$ cat src/rtl/uart_pkg.sv
// Shared constants and types for the Avalon-MM UART transmitter.
package uart_pkg;
  localparam logic [3:0] ADDR_STATUS  = 4'd0;
  localparam logic [3:0] ADDR_TXDATA  = 4'd1;
  localparam logic [3:0] ADDR_CTRL    = 4'd2;
  localparam logic [3:0] ADDR_SCRATCH = 4'd3;

  localparam int TX_EN_BIT = 0;

  typedef enum logic [1:0] {IDLE, START, DATA, STOP} tx_state_e;
endpackage

$ cat src/rtl/uart_tx_core_if.sv
// Avalon-MM slave bundle for the UART transmitter, including the TX ready flag.
interface uart_tx_core_if;
  logic [3:0] avms_address_i;
  logic       avms_read_i;
  logic       avms_write_i;
  logic [7:0] avms_writedata_i;
  logic       ready;
  logic [7:0] avms_readdata_o;

  modport slave  (input  avms_address_i, avms_read_i, avms_write_i, avms_writedata_i,
                  output ready, avms_readdata_o);
  modport master (output avms_address_i, avms_read_i, avms_write_i, avms_writedata_i,
                  input  ready, avms_readdata_o);
endinterface

$ cat src/rtl/uart_tx_shift.sv
// 8N1 serializer: baud counter, frame FSM and shift register.
module uart_tx_shift
  import uart_pkg::*;
#(
  parameter int DIV = 868
) (
  input  logic       clk_i,
  input  logic       arst_n_i,
  input  logic       load_i,
  input  logic [7:0] data_i,
  output logic       take_o,
  output logic       busy_o,
  output logic       txd_o
);
  localparam int CW = $clog2(DIV);

  tx_state_e     state_q, state_d;
  logic [CW-1:0] cnt_q, cnt_d;
  logic [2:0]    bit_q, bit_d;
  logic [7:0]    sh_q, sh_d;
  logic          txd_q, txd_d;
  logic          tc;

  assign tc = (cnt_q == CW'(DIV - 1));

  always_comb begin
    state_d = state_q;
    cnt_d   = cnt_q + CW'(1);
    bit_d   = bit_q;
    sh_d    = sh_q;
    take_o  = 1'b0;
    case (state_q)
      IDLE: begin
        cnt_d = '0;
        if (load_i) begin
          take_o  = 1'b1;
          sh_d    = data_i;
          state_d = START;
        end
      end
      START: if (tc) begin
        cnt_d   = '0;
        bit_d   = 3'd0;
        state_d = DATA;
      end
      DATA: if (tc) begin
        cnt_d = '0;
        sh_d  = sh_q >> 1;
        if (bit_q == 3'd7) state_d = STOP;
        else               bit_d   = bit_q + 3'd1;
      end
      STOP: if (tc) begin
        cnt_d = '0;
        // Chain straight into the next frame when a byte is already waiting.
        if (load_i) begin
          take_o  = 1'b1;
          sh_d    = data_i;
          state_d = START;
        end else begin
          state_d = IDLE;
        end
      end
      default: state_d = IDLE;
    endcase
    // Line level follows the state being entered so txd comes straight off a flop.
    case (state_d)
      START:   txd_d = 1'b0;
      DATA:    txd_d = sh_d[0];
      default: txd_d = 1'b1;
    endcase
  end

  always_ff @(posedge clk_i or negedge arst_n_i) begin
    if (!arst_n_i) begin
      state_q <= IDLE;
      cnt_q   <= '0;
      bit_q   <= '0;
      sh_q    <= '0;
      txd_q   <= 1'b1;
    end else begin
      state_q <= state_d;
      cnt_q   <= cnt_d;
      bit_q   <= bit_d;
      sh_q    <= sh_d;
      txd_q   <= txd_d;
    end
  end

  assign busy_o = (state_q != IDLE);
  assign txd_o  = txd_q;
endmodule

$ cat src/rtl/uart_tx_core.sv
// Avalon-MM UART transmitter: register decode, holding register, and the serializer.
module uart_tx_core
  import uart_pkg::*;
#(
  parameter int CLK_FREQ = 100_000_000,
  parameter int BAUD     = 115_200
) (
  input  logic           clk_i,
  input  logic           arst_n_i,
  uart_tx_core_if.slave  avms,
  output logic           uart_txd_o
);
  localparam int DIV = (CLK_FREQ + BAUD / 2) / BAUD;

  logic       hold_full_q, hold_full_d;
  logic [7:0] hold_q;
  logic       ready_q;
  logic       tx_en_q;
  logic [7:0] scratch_q;
  logic [7:0] rdata_q, rdata_d;
  logic       wr_tx, wr_ctrl, wr_scr;
  logic       take, busy;

  assign wr_tx   = avms.avms_write_i && (avms.avms_address_i == ADDR_TXDATA) && ready_q;
  assign wr_ctrl = avms.avms_write_i && (avms.avms_address_i == ADDR_CTRL);
  assign wr_scr  = avms.avms_write_i && (avms.avms_address_i == ADDR_SCRATCH);

  // ready is a flop of "holding empty next cycle", so it is 0 in reset and rises on the first edge.
  always_comb begin
    hold_full_d = hold_full_q;
    if (wr_tx)     hold_full_d = 1'b1;
    else if (take) hold_full_d = 1'b0;
  end

  always_comb begin
    rdata_d = '0;
    case (avms.avms_address_i)
      ADDR_STATUS:  rdata_d = {6'b0, busy, ready_q};
      ADDR_TXDATA:  rdata_d = hold_q;
      ADDR_CTRL:    rdata_d = {7'b0, tx_en_q};
      ADDR_SCRATCH: rdata_d = scratch_q;
      default:      rdata_d = '0;
    endcase
  end

  always_ff @(posedge clk_i or negedge arst_n_i) begin
    if (!arst_n_i) begin
      hold_full_q <= 1'b0;
      hold_q      <= '0;
      ready_q     <= 1'b0;
      tx_en_q     <= 1'b1;
      scratch_q   <= '0;
      rdata_q     <= '0;
    end else begin
      hold_full_q <= hold_full_d;
      ready_q     <= !hold_full_d;
      if (wr_tx)   hold_q    <= avms.avms_writedata_i;
      if (wr_ctrl) tx_en_q   <= avms.avms_writedata_i[TX_EN_BIT];
      if (wr_scr)  scratch_q <= avms.avms_writedata_i;
      if (avms.avms_read_i) rdata_q <= rdata_d;
    end
  end

  uart_tx_shift #(.DIV(DIV)) u_shift (
    .clk_i    (clk_i),
    .arst_n_i (arst_n_i),
    .load_i   (hold_full_q && tx_en_q),
    .data_i   (hold_q),
    .take_o   (take),
    .busy_o   (busy),
    .txd_o    (uart_txd_o)
  );

  assign avms.ready           = ready_q;
  assign avms.avms_readdata_o = rdata_q;
endmodule

$ cat src/flat_wrapper.sv
// flat-port wrapper written by rule: the top's interface ports become plain ports
module uart_tx_core_flat import uart_pkg::*;
#(
  parameter int CLK_FREQ = 100_000_000,
  parameter int BAUD     = 115_200
)
  (clk_i, arst_n_i, uart_txd_o, avms_avms_address_i, avms_avms_read_i, avms_avms_write_i, avms_avms_writedata_i, avms_ready, avms_avms_readdata_o);
  uart_tx_core_if avms_i ();
  input  logic clk_i;
  input  logic arst_n_i;
  output logic uart_txd_o;
  input wire logic [$bits(avms_i.avms_address_i)-1:0] avms_avms_address_i;
  input wire logic [$bits(avms_i.avms_read_i)-1:0] avms_avms_read_i;
  input wire logic [$bits(avms_i.avms_write_i)-1:0] avms_avms_write_i;
  input wire logic [$bits(avms_i.avms_writedata_i)-1:0] avms_avms_writedata_i;
  output wire logic [$bits(avms_i.ready)-1:0] avms_ready;
  output wire logic [$bits(avms_i.avms_readdata_o)-1:0] avms_avms_readdata_o;
  assign avms_i.avms_address_i = avms_avms_address_i;
  assign avms_i.avms_read_i = avms_avms_read_i;
  assign avms_i.avms_write_i = avms_avms_write_i;
  assign avms_i.avms_writedata_i = avms_avms_writedata_i;
  assign avms_ready = avms_i.ready;
  assign avms_avms_readdata_o = avms_i.avms_readdata_o;
  uart_tx_core #(.CLK_FREQ(CLK_FREQ), .BAUD(BAUD)) u_core (.clk_i(clk_i), .arst_n_i(arst_n_i), .avms(avms_i), .uart_txd_o(uart_txd_o));
endmodule
$ cat config.mk
export PLATFORM = sky130hd
export DESIGN_NAME = uart_tx_core_flat
export DESIGN_NICKNAME = d
export VERILOG_FILES = /design/src/rtl/uart_pkg.sv /design/src/rtl/uart_tx_core_if.sv /design/src/rtl/uart_tx_shift.sv /design/src/rtl/uart_tx_core.sv /design/src/flat_wrapper.sv
export SDC_FILE = /design/constraint.sdc
export NUM_CORES = 1
export LEC_CHECK = 0
export ABC_AREA = 1
export ABC_CLOCK_PERIOD_IN_PS = 1800
export CAP_MARGIN = 20
export CORE_MARGIN = 2
export CORE_UTILIZATION = 57
export DETAILED_ROUTE_END_ITERATION = 16
export GPL_TIMING_DRIVEN = 0
export HOLD_SLACK_MARGIN = 0.03
export PLACE_DENSITY_LB_ADDON = 0.05
export SYNTH_ARGS = -nofsm -noshare
export SYNTH_HDL_FRONTEND = slang
export SYNTH_SLANG_ARGS = --single-unit
$ cat constraint.sdc
create_clock -name clk_i -period 1.8 [get_ports clk_i]
set_input_delay 0.27 -clock clk_i [delete_from_list [all_inputs] [get_ports clk_i]]
set_output_delay 0.27 -clock clk_i [all_outputs]
set_load 0.02 [all_outputs]
== After elaboration in Yosys (flattened, before gate mapping) ==
Index checks and enable logic that the tools add are counted.

* Add/sub/neg operators: 2
* Equality and inequality tests: 14
* Multiplexer cells: 24
* Reduce and logical (&&, ||, !) cells: 14

{| class="wikitable"
|+ Operators by type and width
! cell !! count
|-
| 8-bit one-hot mux with 4 select lines || 1
|-
| 8-bit two-way mux || 3
|-
| 8-bit one-hot mux with 3 select lines || 1
|-
| 10-bit one-hot mux with 2 select lines || 1
|-
| 10-bit by 1-bit adder with 10-bit output, second input constant || 1
|-
| 10-bit == test, second input constant || 1
|-
| 10-bit two-way mux || 1
|-
| 2-bit two-way mux || 5
|-
| 3-bit two-way mux || 3
|-
| 4-bit by 2-bit == test with 1-bit output, second input constant || 2
|-
| 2-bit != test, second input constant || 4
|-
| 2-bit one-hot mux with 4 select lines || 1
|-
| 2-bit == test, second input constant || 3
|-
| 3-bit one-hot mux with 2 select lines || 1
|-
| 1-bit logical AND || 5
|-
| 1-bit two-way mux || 5
|-
| 2-bit by 1-bit == test with 1-bit output, second input constant || 2
|-
| 4-bit by 1-bit == test with 1-bit output, second input constant || 1
|-
| 4-bit logical NOT || 1
|-
| 1-bit one-hot mux with 2 select lines || 2
|-
| 4-bit AND reduction || 1
|-
| 2-bit nonzero test || 2
|-
| 3-bit by 1-bit adder with 3-bit output, second input constant || 1
|-
| 3-bit == test, second input constant || 1
|-
| 5 further kinds || 5
|}

* Register bits after elaboration: 51
* Input port bits: 16
* Output and inout port bits: 10

== Longest topological paths before layout ==
Gate-level depths: netlist of the first run.

* Word-level depth: 7
* Mapped depth: 12
* Gate-level depth less buffers: 12

== Hierarchy ==
From an unflattened synthesis of the first run, not the netlist that was laid out.

* Cells, all modules: 324
* Area, all modules: 2691.3 sq um

{| class="wikitable"
|+ By module, submodules not included
! module !! times used !! cells an instance !! area each (sq um) !! seq. area each (sq um)
|-
| uart_tx_shift || 1 || 181 || 1442.6 || 601.8
|-
| uart_tx_core || 1 || 143 || 1248.7 || 676.9
|}

== Worst setup path after synthesis of the first run ==
Ideal clock, no wire load.

* Path kind: register to register
* Start: register u_core.u_shift.state_q[1]
* End: register u_core.u_shift.txd_q, in the netlist u_core.u_shift.txd_o
* Library setup time: 0.060 ns
* Data arrival time: 1.563 ns
* Required time: 1.740 ns
* Setup slack: 0.177 ns
* Stages on the path, launching flop included: 10
* Cell sequence: dfrtp_1 -> inv_1 -> ha_1 -> nor2_1 -> nand2_1 -> o21ai_0 -> inv_1 -> a21oi_1 -> nand2_1 -> nand2_1

* Cells in the longest elaborated chain, start to end: 5
* Elaborated cells on any way between the ends: 14

{| class="wikitable"
|+ RTL lines
! what !! RTL line !! source
|-
| start, declared || uart_tx_shift.sv:17 || <nowiki>tx_state_e state_q, state_d;</nowiki>
|-
| start signal, assigned || uart_tx_shift.sv:81 || <nowiki>state_q <= state_d;</nowiki>
|-
| 2-bit two-way mux || uart_tx_shift.sv:49 || <nowiki>if (bit_q == 3'd7) state_d = STOP;</nowiki>
|-
| 2-bit two-way mux || uart_tx_shift.sv:46 || <nowiki>DATA: if (tc) begin</nowiki>
|-
| 2-bit one-hot mux with 4 select lines || uart_tx_shift.sv:32 || <nowiki>case (state_q)</nowiki>
|-
| 2-bit == test or 2-bit by 1-bit == test with 1-bit output (tied branches) || uart_tx_shift.sv:66 || <nowiki>case (state_d)</nowiki>
|-
| 1-bit one-hot mux with 2 select lines (*) || uart_tx_shift.sv:66 ||
|-
| named net u_core.u_shift.txd_d || uart_tx_shift.sv:21 || <nowiki>logic txd_q, txd_d;</nowiki>
|-
| end signal, assigned || uart_tx_shift.sv:85 || <nowiki>txd_q <= txd_d;</nowiki>
|-
| end, declared || uart_tx_shift.sv:21 ||
|}

Mark *: on every way through the listed nets, which the timed path passes. The rest lies on a longest branch.
A chain may end at the register's enable or synchronous reset.

== Worst setup path in the final report of the first run ==
* Start: register u_core.u_shift.cnt_q[0]
* End: register u_core.u_shift.sh_q[1]

* Cells in the longest elaborated chain, start to end: 3
* Elaborated cells on any way between the ends: 4

{| class="wikitable"
|+ RTL lines
! what !! RTL line !! source
|-
| start, declared || uart_tx_shift.sv:18 || <nowiki>logic [CW-1:0] cnt_q, cnt_d;</nowiki>
|-
| start signal, assigned || uart_tx_shift.sv:82 || <nowiki>cnt_q <= cnt_d;</nowiki>
|-
| 10-bit == test (*) || uart_tx_shift.sv:24 || <nowiki>assign tc = (cnt_q == CW'(DIV - 1));</nowiki>
|-
| 2-bit != test (no source line) || -- ||
|-
| 3-bit AND reduction (no source line) (*) || -- ||
|-
| end signal, assigned || uart_tx_shift.sv:78 || <nowiki>sh_q <= '0;</nowiki>
|-
| end signal, assigned || uart_tx_shift.sv:84 || <nowiki>sh_q <= sh_d;</nowiki>
|-
| end, declared || uart_tx_shift.sv:20 || <nowiki>logic [7:0] sh_q, sh_d;</nowiki>
|}

Every way passes the cells marked *; elsewhere a longest branch is shown, timed or not.

==> summary.md, run 1 <==
| Metric | Value |
|---|---|
| Final Cell Area | 3247 um2 |
| Initial cell density of the core | 0.6002 |
| Fill cells | 339 |
| Final Wtd Congestion | 0.8290 |
| Antenna violations before repair | 0 |
| Netlist cell types | 31 |
| FP Rows | 24 |
| R2R cell count | 11 |
| Met1 WL | 2343 um |
| PD cells | 1124 nW/um2 |
| GRT overflow | 0 |
| Total Routing Usage GR | 0.2226 |
| Slew headroom | 0.7108 |
| Vias in the first global route | 2,149 |
| Port bufs | 24 |
| Placed inst area | 2988 um2 |
| Critical Path Start Type | register |
| RSZ-0062 raised after global routing | yes |
| Outcome | completed |
| TritonCTS buffer count | 5 |
| CP peak stage delay | 0.42 ns |
| Max frequency | 570.2 MHz |
| Area leader, netlist | dfrtp_1 |
| Drc violations | 0 |
| Area growth syn-to-layout | 21.72% |
| Worst slew pin tran | 0.4327 ns |
| Yosys top cell area share | 0.4597 |
| Worst VDD drop | 0.6071 mV |
| ANT nets after route | 0 |
| CTS root buf | clkbuf_8 |
| DRT Pass-1 Iters | 4 |
| Mean post-synth cell area | 8.468 um2 |
| Worst Hold Class | primary input to async pin |
| H-tree depth | 2 |
| Critical-path top delay cell | dfrtp_1 |
| Antenna cells | 0 |
| Reg clk slew, reported paths | 0.09 ns |
| Avg Vias per Cell | 5.409 |
| Crit-path leading delay family | simple AND/OR/NAND/NOR gates |
| Min cycle time layout | 1.754 ns |
| Longest Clk Path Bufs | 2 |
| CTS tree | done |
| Worst path required time | 2.04 ns |
| Detailed Place HPWL | 3919 um |
| Worst path arrival time | 1.99 ns |
| Cell depth of the worst setup path | 11 |
| Clk_lat worst skew | 0.30 ns |
| R2R Path End | u_core.u_shift.sh_q[1] |
| Post-synth EDFFs | 0 |
| WL final | 5417 um |
| Initial DRC count | 126 |
| Die area | 5243 um2 |
| End of the critical path | u_core.u_shift.sh_q[1] |
| Worst R2R Start | u_core.u_shift.cnt_q[0] |
| DR WL met3 | 170 um |
| DR vias | 2,234 |
| Final hold viol count | 0 |
| Most frequent cell after synthesis | nand2_1 |
| CTS sink cnt | 51 |
| Max-slew violations | 0 |
| Leak Pwr | 0.001656 uW |
| Syn. warnings | 0 |
| Design Power | 3650 uW |
| Final Util | 0.7306 |
| Share of layout cells above drive strength 1 | 0.1939 |
| Core area | 4444 um2 |
| Top Layer Used | met4 |
| Worst setup EP type | register |
| Register-to-Register Setup Slack | 0.05 ns |
| Nets@finish | 384 |
| IO Count | 26 |
| Synth async-reset ratio | 1.000 |
| Critical-path maximum fanout | 6 |
| Crit-path cells | ha_2 -> nand2_2 -> nor2_4 -> nand2_4 -> nor2_8 -> nand2_4 -> o21ai_4 -> inv_4 -> nor2_4 -> nand2_1 -> o21ai_2 |
| Die width | 72.41 um |
| Max Cap Viol | 0 |
| Most used DFF post-synth | dfrtp_1 |
| Wire length per cell | 13.12 um |
| Most frequent cells after synthesis | nand2_1, dfrtp_1, inv_1 |
| Setup Skew | 0.003548 ns |
| Largest net degree at the start of global routing | 42 |
| Critical path class | register to register |
| Bufs and invs on worst path | 1 |
| First-pass GRT wire length | 9225 um |
| Setup-failing EPs final | 0 |
| Synthesized Nets | 339 |
| Die Y-Extent | 72.41 um |
| Met2 WL | 2878 um |
| Fin crit share | 0.9743 |
| Yosys reg bits | 51 |
| Post-synthesis sequential area ratio | 0.4794 |
| Post-Syn Area | 2668 um2 |
| Synth area leaders | dfrtp_1, nand2_1, o21ai_0 |
| Worst setup path startpoint | u_core.u_shift.cnt_q[0] |
| Setup TNS | 0 ns |
| Gate Count Post-Synth | 315 |
[cells by family after synthesis]
kind of cell,after synthesis,synth area share
flip-flops,51,0.4794
AO/OA/AOI/OAI,61,0.1351
adder cells (fa/ha/maj),8,0.03752
multiplexers,8,0.03377
buffers and inverters,51,0.07270
XOR/XNOR,1,0.003284
AND/OR/NAND/NOR,135,0.2383
[worst reg2reg max path, cell delays in order, from the launching register on]
cell and delay (ns):
dfrtp_1 0.42, ha_2 0.23, nand2_2 0.07, nor2_4 0.13, nand2_4 0.08, nor2_8 0.16
nand2_4 0.07, o21ai_4 0.10, inv_4 0.07, nor2_4 0.22, nand2_1 0.11, o21ai_2 0.06
[state kept, by name, indices dropped and copies added, names as in the netlist]
signal and cells:
u_core.hold_full_q 1, u_core.u_shift.state_q 2, u_core.u_shift.sh_q 8, u_core.avms.ready 1, u_core.u_shift.cnt_q 10, u_core.u_shift.bit_q 3, u_core.scratch_q 8, u_core.hold_q 8
u_core.avms.avms_readdata_o 8, u_core.tx_en_q 1, u_core.u_shift.txd_o 1
[timing repair]
item | 4_1_cts | 5_1_grt
endpoints found under the hold margin | 9 | 0
hold buffers | 1 | 0
endpoints found under the setup margin | 4 | 17
pin swaps | 0 | 8
resized for setup | 3 | 19
setup buffers | 0 | 13
[report_power, final]
part           total (uW)  internal [uW]  switching [uW]
sequential           1580           1400             184
clock                 818            450             368
combinational        1250            514             734
total                3650           2360            1290
[how the worst min path moves through the flow]
stage,from,cells after the start,endpoint,slack (ns)
5_1_grt,arst_n_i,2,u_core.u_shift.cnt_q[0],0.39
4_1_cts,arst_n_i,2,u_core.u_shift.cnt_q[1],0.36
3_5_place_dp,arst_n_i,1,u_core.u_shift.cnt_q[9],0.16
2_1_floorplan,arst_n_i,0,u_core.avms.avms_readdata_o[0],-0.03
6_report,arst_n_i,2,u_core.u_shift.cnt_q[1],0.36
3_3_place_gp,u_core.scratch_q[2],2,u_core.scratch_q[2],0.47
[cell usage in the layout, fill, tap and decap left out, types with 2 or more instances in the layout]
master,instances
nand2_1,67
dfrtp_1,47
inv_1,41
o21ai_0,27
nand3_1,23
clkdlybuf4s50_1,23
nor2_1,16
o21ai_1,13
buf_4,13
nand4_1,8
mux2_2,8
nand2_2,7
a21oi_1,7
o21ai_2,7
clkbuf_8,6
a22o_1,5
ha_1,4
ha_2,4
inv_2,3
nor2_4,3
nor3_1,2
nand2_4,2
nor2_2,2
nand3_2,2
clkbuf_1,2
dfstp_2,2
dfrtp_2,2
[layout make-up]
cell class	count	area, um2	share of cell area
sequential	51	1281	0.3946
clock inverter	2	35.03	0.01079
timing repair buffer	39	362.8	0.1118
tap	52	65.06	0.02004
multi-input combinational	213	1226	0.3777
buffer	4	18.77	0.005780
inverter	46	175.2	0.05395
clock buffer	6	82.58	0.02543
[routing by layer]
| metal | vias to the layer above | GRT usage |
|---|---|---|
| li1 | 1123 | - |
| met1 | 1067 | 0.2699 |
| met2 | 38 | 0.4027 |
| met3 | 6 | 0.05000 |
| met4 | 0 | 0.05350 |
| met5 | - | 0 |
[through the flow]
| step | instances | hold WS [ns] | setup WS, ns |
|---|---|---|---|
| finish | 413 | 0.3642 | 0.04633 |
| global route | 413 | 0.3898 | -0.04735 |
| CTS | 401 | 0.3635 | 0.0003402 |
| detailed placement | 392 | 0.1597 | -0.2055 |
| global placement | 391 | 0.4668 | -0.9862 |
| floorplan | 315 | -0.02559 | 0.1767 |
(Power assumes the default switching activity.)
==> run 2: changes to the inputs <==
--- a/config.mk
+++ b/config.mk
@@ -10,10 +10,11 @@
 export CAP_MARGIN = 20
 export CORE_MARGIN = 2
 export CORE_UTILIZATION = 57
+export CTS_BUF_LIST = sky130_fd_sc_hd__clkbuf_16
 export DETAILED_ROUTE_END_ITERATION = 16
 export GPL_TIMING_DRIVEN = 0
 export HOLD_SLACK_MARGIN = 0.03
-export PLACE_DENSITY_LB_ADDON = 0.05
+export PLACE_DENSITY = 0.79
 export SYNTH_ARGS = -nofsm -noshare
 export SYNTH_HDL_FRONTEND = slang
 export SYNTH_SLANG_ARGS = --single-unit
==> run 2 against run 1 <==
  * Flip-flop and latch count is the same
  * Largest cell class unchanged
  * Die area is the same
  * Register-to-register slack about the same
  * Clock skew is 0.00067 ns higher
  * Maximum frequency is essentially flat
  * Hold slack better by 0.11 ns
  * Utilization down 0.53 points
  * Clock-buffer cell count decreased by 1
  * Non-clock buffer count is 6 lower
  * Global-route usage shrank 0.77 points
==> summary.md, run 2 (synthesis results as in run 1) <==
| Metric | Value |
|---|---|
| Worst slew pin tran | 0.4871 ns (was 0.4327 ns) |
| Crit-path cells | inv_1 -> ha_1 -> nor2_2 -> nand2_1 -> o21ai_0 -> inv_1 -> a21oi_1 -> nand2_1 -> nand2_1 (was ha_2 -> nand2_2 -> nor2_4 -> nand2_4 -> nor2_8 -> nand2_4 -> o21ai_4 -> inv_4 -> nor2_4 -> nand2_1 -> o21ai_2) |
| Port bufs | 24 (unchanged) |
| PD cells | 1144 nW/um2 (was 1124 nW/um2) |
| Initial cell density of the core | 0.6002 (unchanged) |
| Setup-failing EPs final | 0 (unchanged) |
| Initial DRC count | 141 (was 126) |
| Critical-path maximum fanout | 8 (was 6) |
| Max-slew violations | 0 (unchanged) |
| Critical path class | register to register (unchanged) |
| RSZ-0062 raised after global routing | yes (unchanged) |
| Drc violations | 0 (unchanged) |
| CP peak stage delay | 0.49 ns (was 0.42 ns) |
| IO Count | 26 (unchanged) |
| Clk_lat worst skew | 0.28 ns (was 0.30 ns) |
| Worst Hold Class | primary input to async pin (unchanged) |
| Largest register by flop count | u_core.u_shift.cnt_q (unchanged) |
| Footprint of the multi-input gates | 1221 um2 (was 1226 um2) |
| FP Rows | 24 (unchanged) |
| ANT nets after route | 0 (unchanged) |
| CTS root buf | clkbuf_16 (was clkbuf_8) |
| DR vias | 2,215 (was 2,234) |
| Antenna violations before repair | 0 (unchanged) |
| Reg clk slew, reported paths | 0.06 ns (was 0.09 ns) |
| Most frequent cells in the layout | nand2_1, dfrtp_1, inv_1 (unchanged) |
| Worst VDD drop | 0.7545 mV (was 0.6071 mV) |
| Area growth syn-to-layout | 20.83% (was 21.72%) |
| Wire length per cell | 13.26 um (was 13.12 um) |
| Longest Clk Path Bufs | 2 (unchanged) |
| H-tree depth | 2 (unchanged) |
| GRT overflow | 0 (unchanged) |
| Fin cells | 407 (was 413) |
| CTS sink cnt | 51 (unchanged) |
| Die area | 5243 um2 (unchanged) |
| CTS tree | done (unchanged) |
| Share of layout cells above drive strength 1 | 0.1634 (was 0.1939) |
| Antenna cells | 0 (unchanged) |
| Nets@finish | 378 (was 384) |
| Dpl cells | 392 (unchanged) |
| Worst setup EP type | register (unchanged) |
| TritonCTS buffer count | 5 (unchanged) |
| Largest net degree at the start of global routing | 33 (was 42) |
| Cell mode on critical path | nand2_1 |
| Die Y-Extent | 72.41 um (unchanged) |
| Worst path required time | 2.03 ns (was 2.04 ns) |
| Min cycle time layout | 1.753 ns (was 1.754 ns) |
| Max frequency | 570.6 MHz (was 570.2 MHz) |
| Vias in the first global route | 1,960 (was 2,149) |
| Worst path arrival time | 1.98 ns (was 1.99 ns) |
| Die width | 72.41 um (unchanged) |
| Core area | 4444 um2 (unchanged) |
| Max Cap Viol | 0 (unchanged) |
| Avg Vias per Cell | 5.442 (was 5.409) |
| Final Util | 0.7252 (was 0.7306) |
| Final Wtd Congestion | 0.8266 (was 0.8290) |
| Critical Path Start Type | register (unchanged) |
| WL final | 5397 um (was 5417 um) |
| Fin crit share | 0.9737 (was 0.9743) |
| Critical-path top delay cell | dfrtp_2 (was dfrtp_1) |
| Total Routing Usage GR | 0.2149 (was 0.2226) |
| Leak Pwr | 0.001640 uW (was 0.001656 uW) |
| Setup Skew | 0.004214 ns (was 0.003548 ns) |
| Most common cell after layout, fill and taps aside | nand2_1 (unchanged) |
| Final hold viol count | 0 (unchanged) |
| Storage element area | 1281 um2 (unchanged) |
| Slew headroom | 0.6753 (was 0.7108) |
| Detailed Place HPWL | 3902 um (was 3919 um) |
| First-pass GRT wire length | 8783 um (was 9225 um) |
| DRT Pass-1 Iters | 4 (unchanged) |
| Fill cells | 325 (was 339) |
| Max reg flops | 10 (unchanged) |
| Outcome | completed (unchanged) |
-- run 2: through the flow --
| stage | setup TNS (ns) | area (um2) | hold slack, ns | total power, uW | setup WS [ns] |
|---|---|---|---|---|---|
| 2_1_floorplan | 0 | 2668 | -0.02559 | 2329 | 0.1767 |
| 3_3_place_gp | -53.80 | 2973 | 0.4665 | 2626 | -1.042 |
| 3_5_place_dp | -2.891 | 2988 | 0.2561 | 2665 | -0.2401 |
| 4_1_cts | 0 | 3143 | 0.4890 | 3587 | 0.005131 |
| 5_1_grt | -0.08980 | 3223 | 0.5191 | 3921 | -0.05347 |
| 6_report | 0 | 3223 | 0.4726 | 3688 | 0.04733 |
-- run 2: repair_timing --
action	CTS	global route
hold buffers	1	0
buffers inserted	0	7
gates resized for setup	2	12
hold endpoints to repair	19	0
pin swaps	0	4
gates cloned	0	0
setup endpoints to repair	3	22
-- run 2: final cells by class --
| type | count | area share |
|---|---|---|
| clock inverter | 3 | 0.005435 |
| tap | 52 | 0.02019 |
| timing repair buffer | 33 | 0.09860 |
| sequential | 51 | 0.3975 |
| clock buffer | 5 | 0.03882 |
| multi-input combinational | 213 | 0.3789 |
| buffer | 4 | 0.006211 |
| inverter | 46 | 0.05435 |
-- run 2: critical path, delay by kind of cell (launching register included) --
kind | cells | cell delay, ns
AOI/OAI and AO/OA | 2 | 0.31
and+or+nand+nor | 4 | 0.41
buffers and inverters | 2 | 0.19
adders and majority gates | 1 | 0.29
DFF | 1 | 0.49
-- run 2: worst paths after layout --
kind / cells past startpoint / start / end / slack, ns
worst max-delay path: 9 / u_core.u_shift.state_q[1] / u_core.u_shift.txd_o / 0.05
worst min-delay path: 2 / arst_n_i / u_core.u_shift.bit_q[2] / 0.47
worst max register to register: 9 / u_core.u_shift.state_q[1] / u_core.u_shift.txd_o / 0.05
worst min register to register: 2 / u_core.scratch_q[2] / u_core.scratch_q[2] / 0.49
max in group asynchronous: 3 / arst_n_i / u_core.tx_en_q / 0.73
min in group clk_i: 2 / u_core.scratch_q[2] / u_core.scratch_q[2] / 0.49
-- run 2: where the power goes --
| part | internal (uW) | leakage [uW] | switching [uW] |
|---|---|---|---|
| sequential | 1400 | 0.000672 | 189 |
| clock | 510 | 0.0000750 | 397 |
| combinational | 478 | 0.000893 | 710 |
-- run 2: metal layers --
layer	global-route usage	share of wire	up-vias
met5	0	0	-
met3	0.05139	0.045	8
met4	0.05761	0.015	0
met2	0.3456	0.48	53
met1	0.2944	0.46	1048
li1	-	-	1106
==> run 3: changes to the inputs <==
--- a/config.mk
+++ b/config.mk
@@ -6,7 +6,6 @@
 export NUM_CORES = 1
 export LEC_CHECK = 0
 export ABC_AREA = 1
-export ABC_CLOCK_PERIOD_IN_PS = 1800
 export CAP_MARGIN = 20
 export CORE_MARGIN = 2
 export CORE_UTILIZATION = 57
==> constraint.sdc (replaced) <==
create_clock -name clk_i -period 1.8 [get_ports clk_i]
set_input_delay 0.27 -clock clk_i [delete_from_list [all_inputs] [get_ports clk_i]]
set_output_delay 0.27 -clock clk_i [all_outputs]
set_load 0.005 [all_outputs]
==> results of run 3 <==
The final DEF is identical to that of run 2. Status: completed.
Among the figures that moved: total power 3688 uW -> 3647 uW
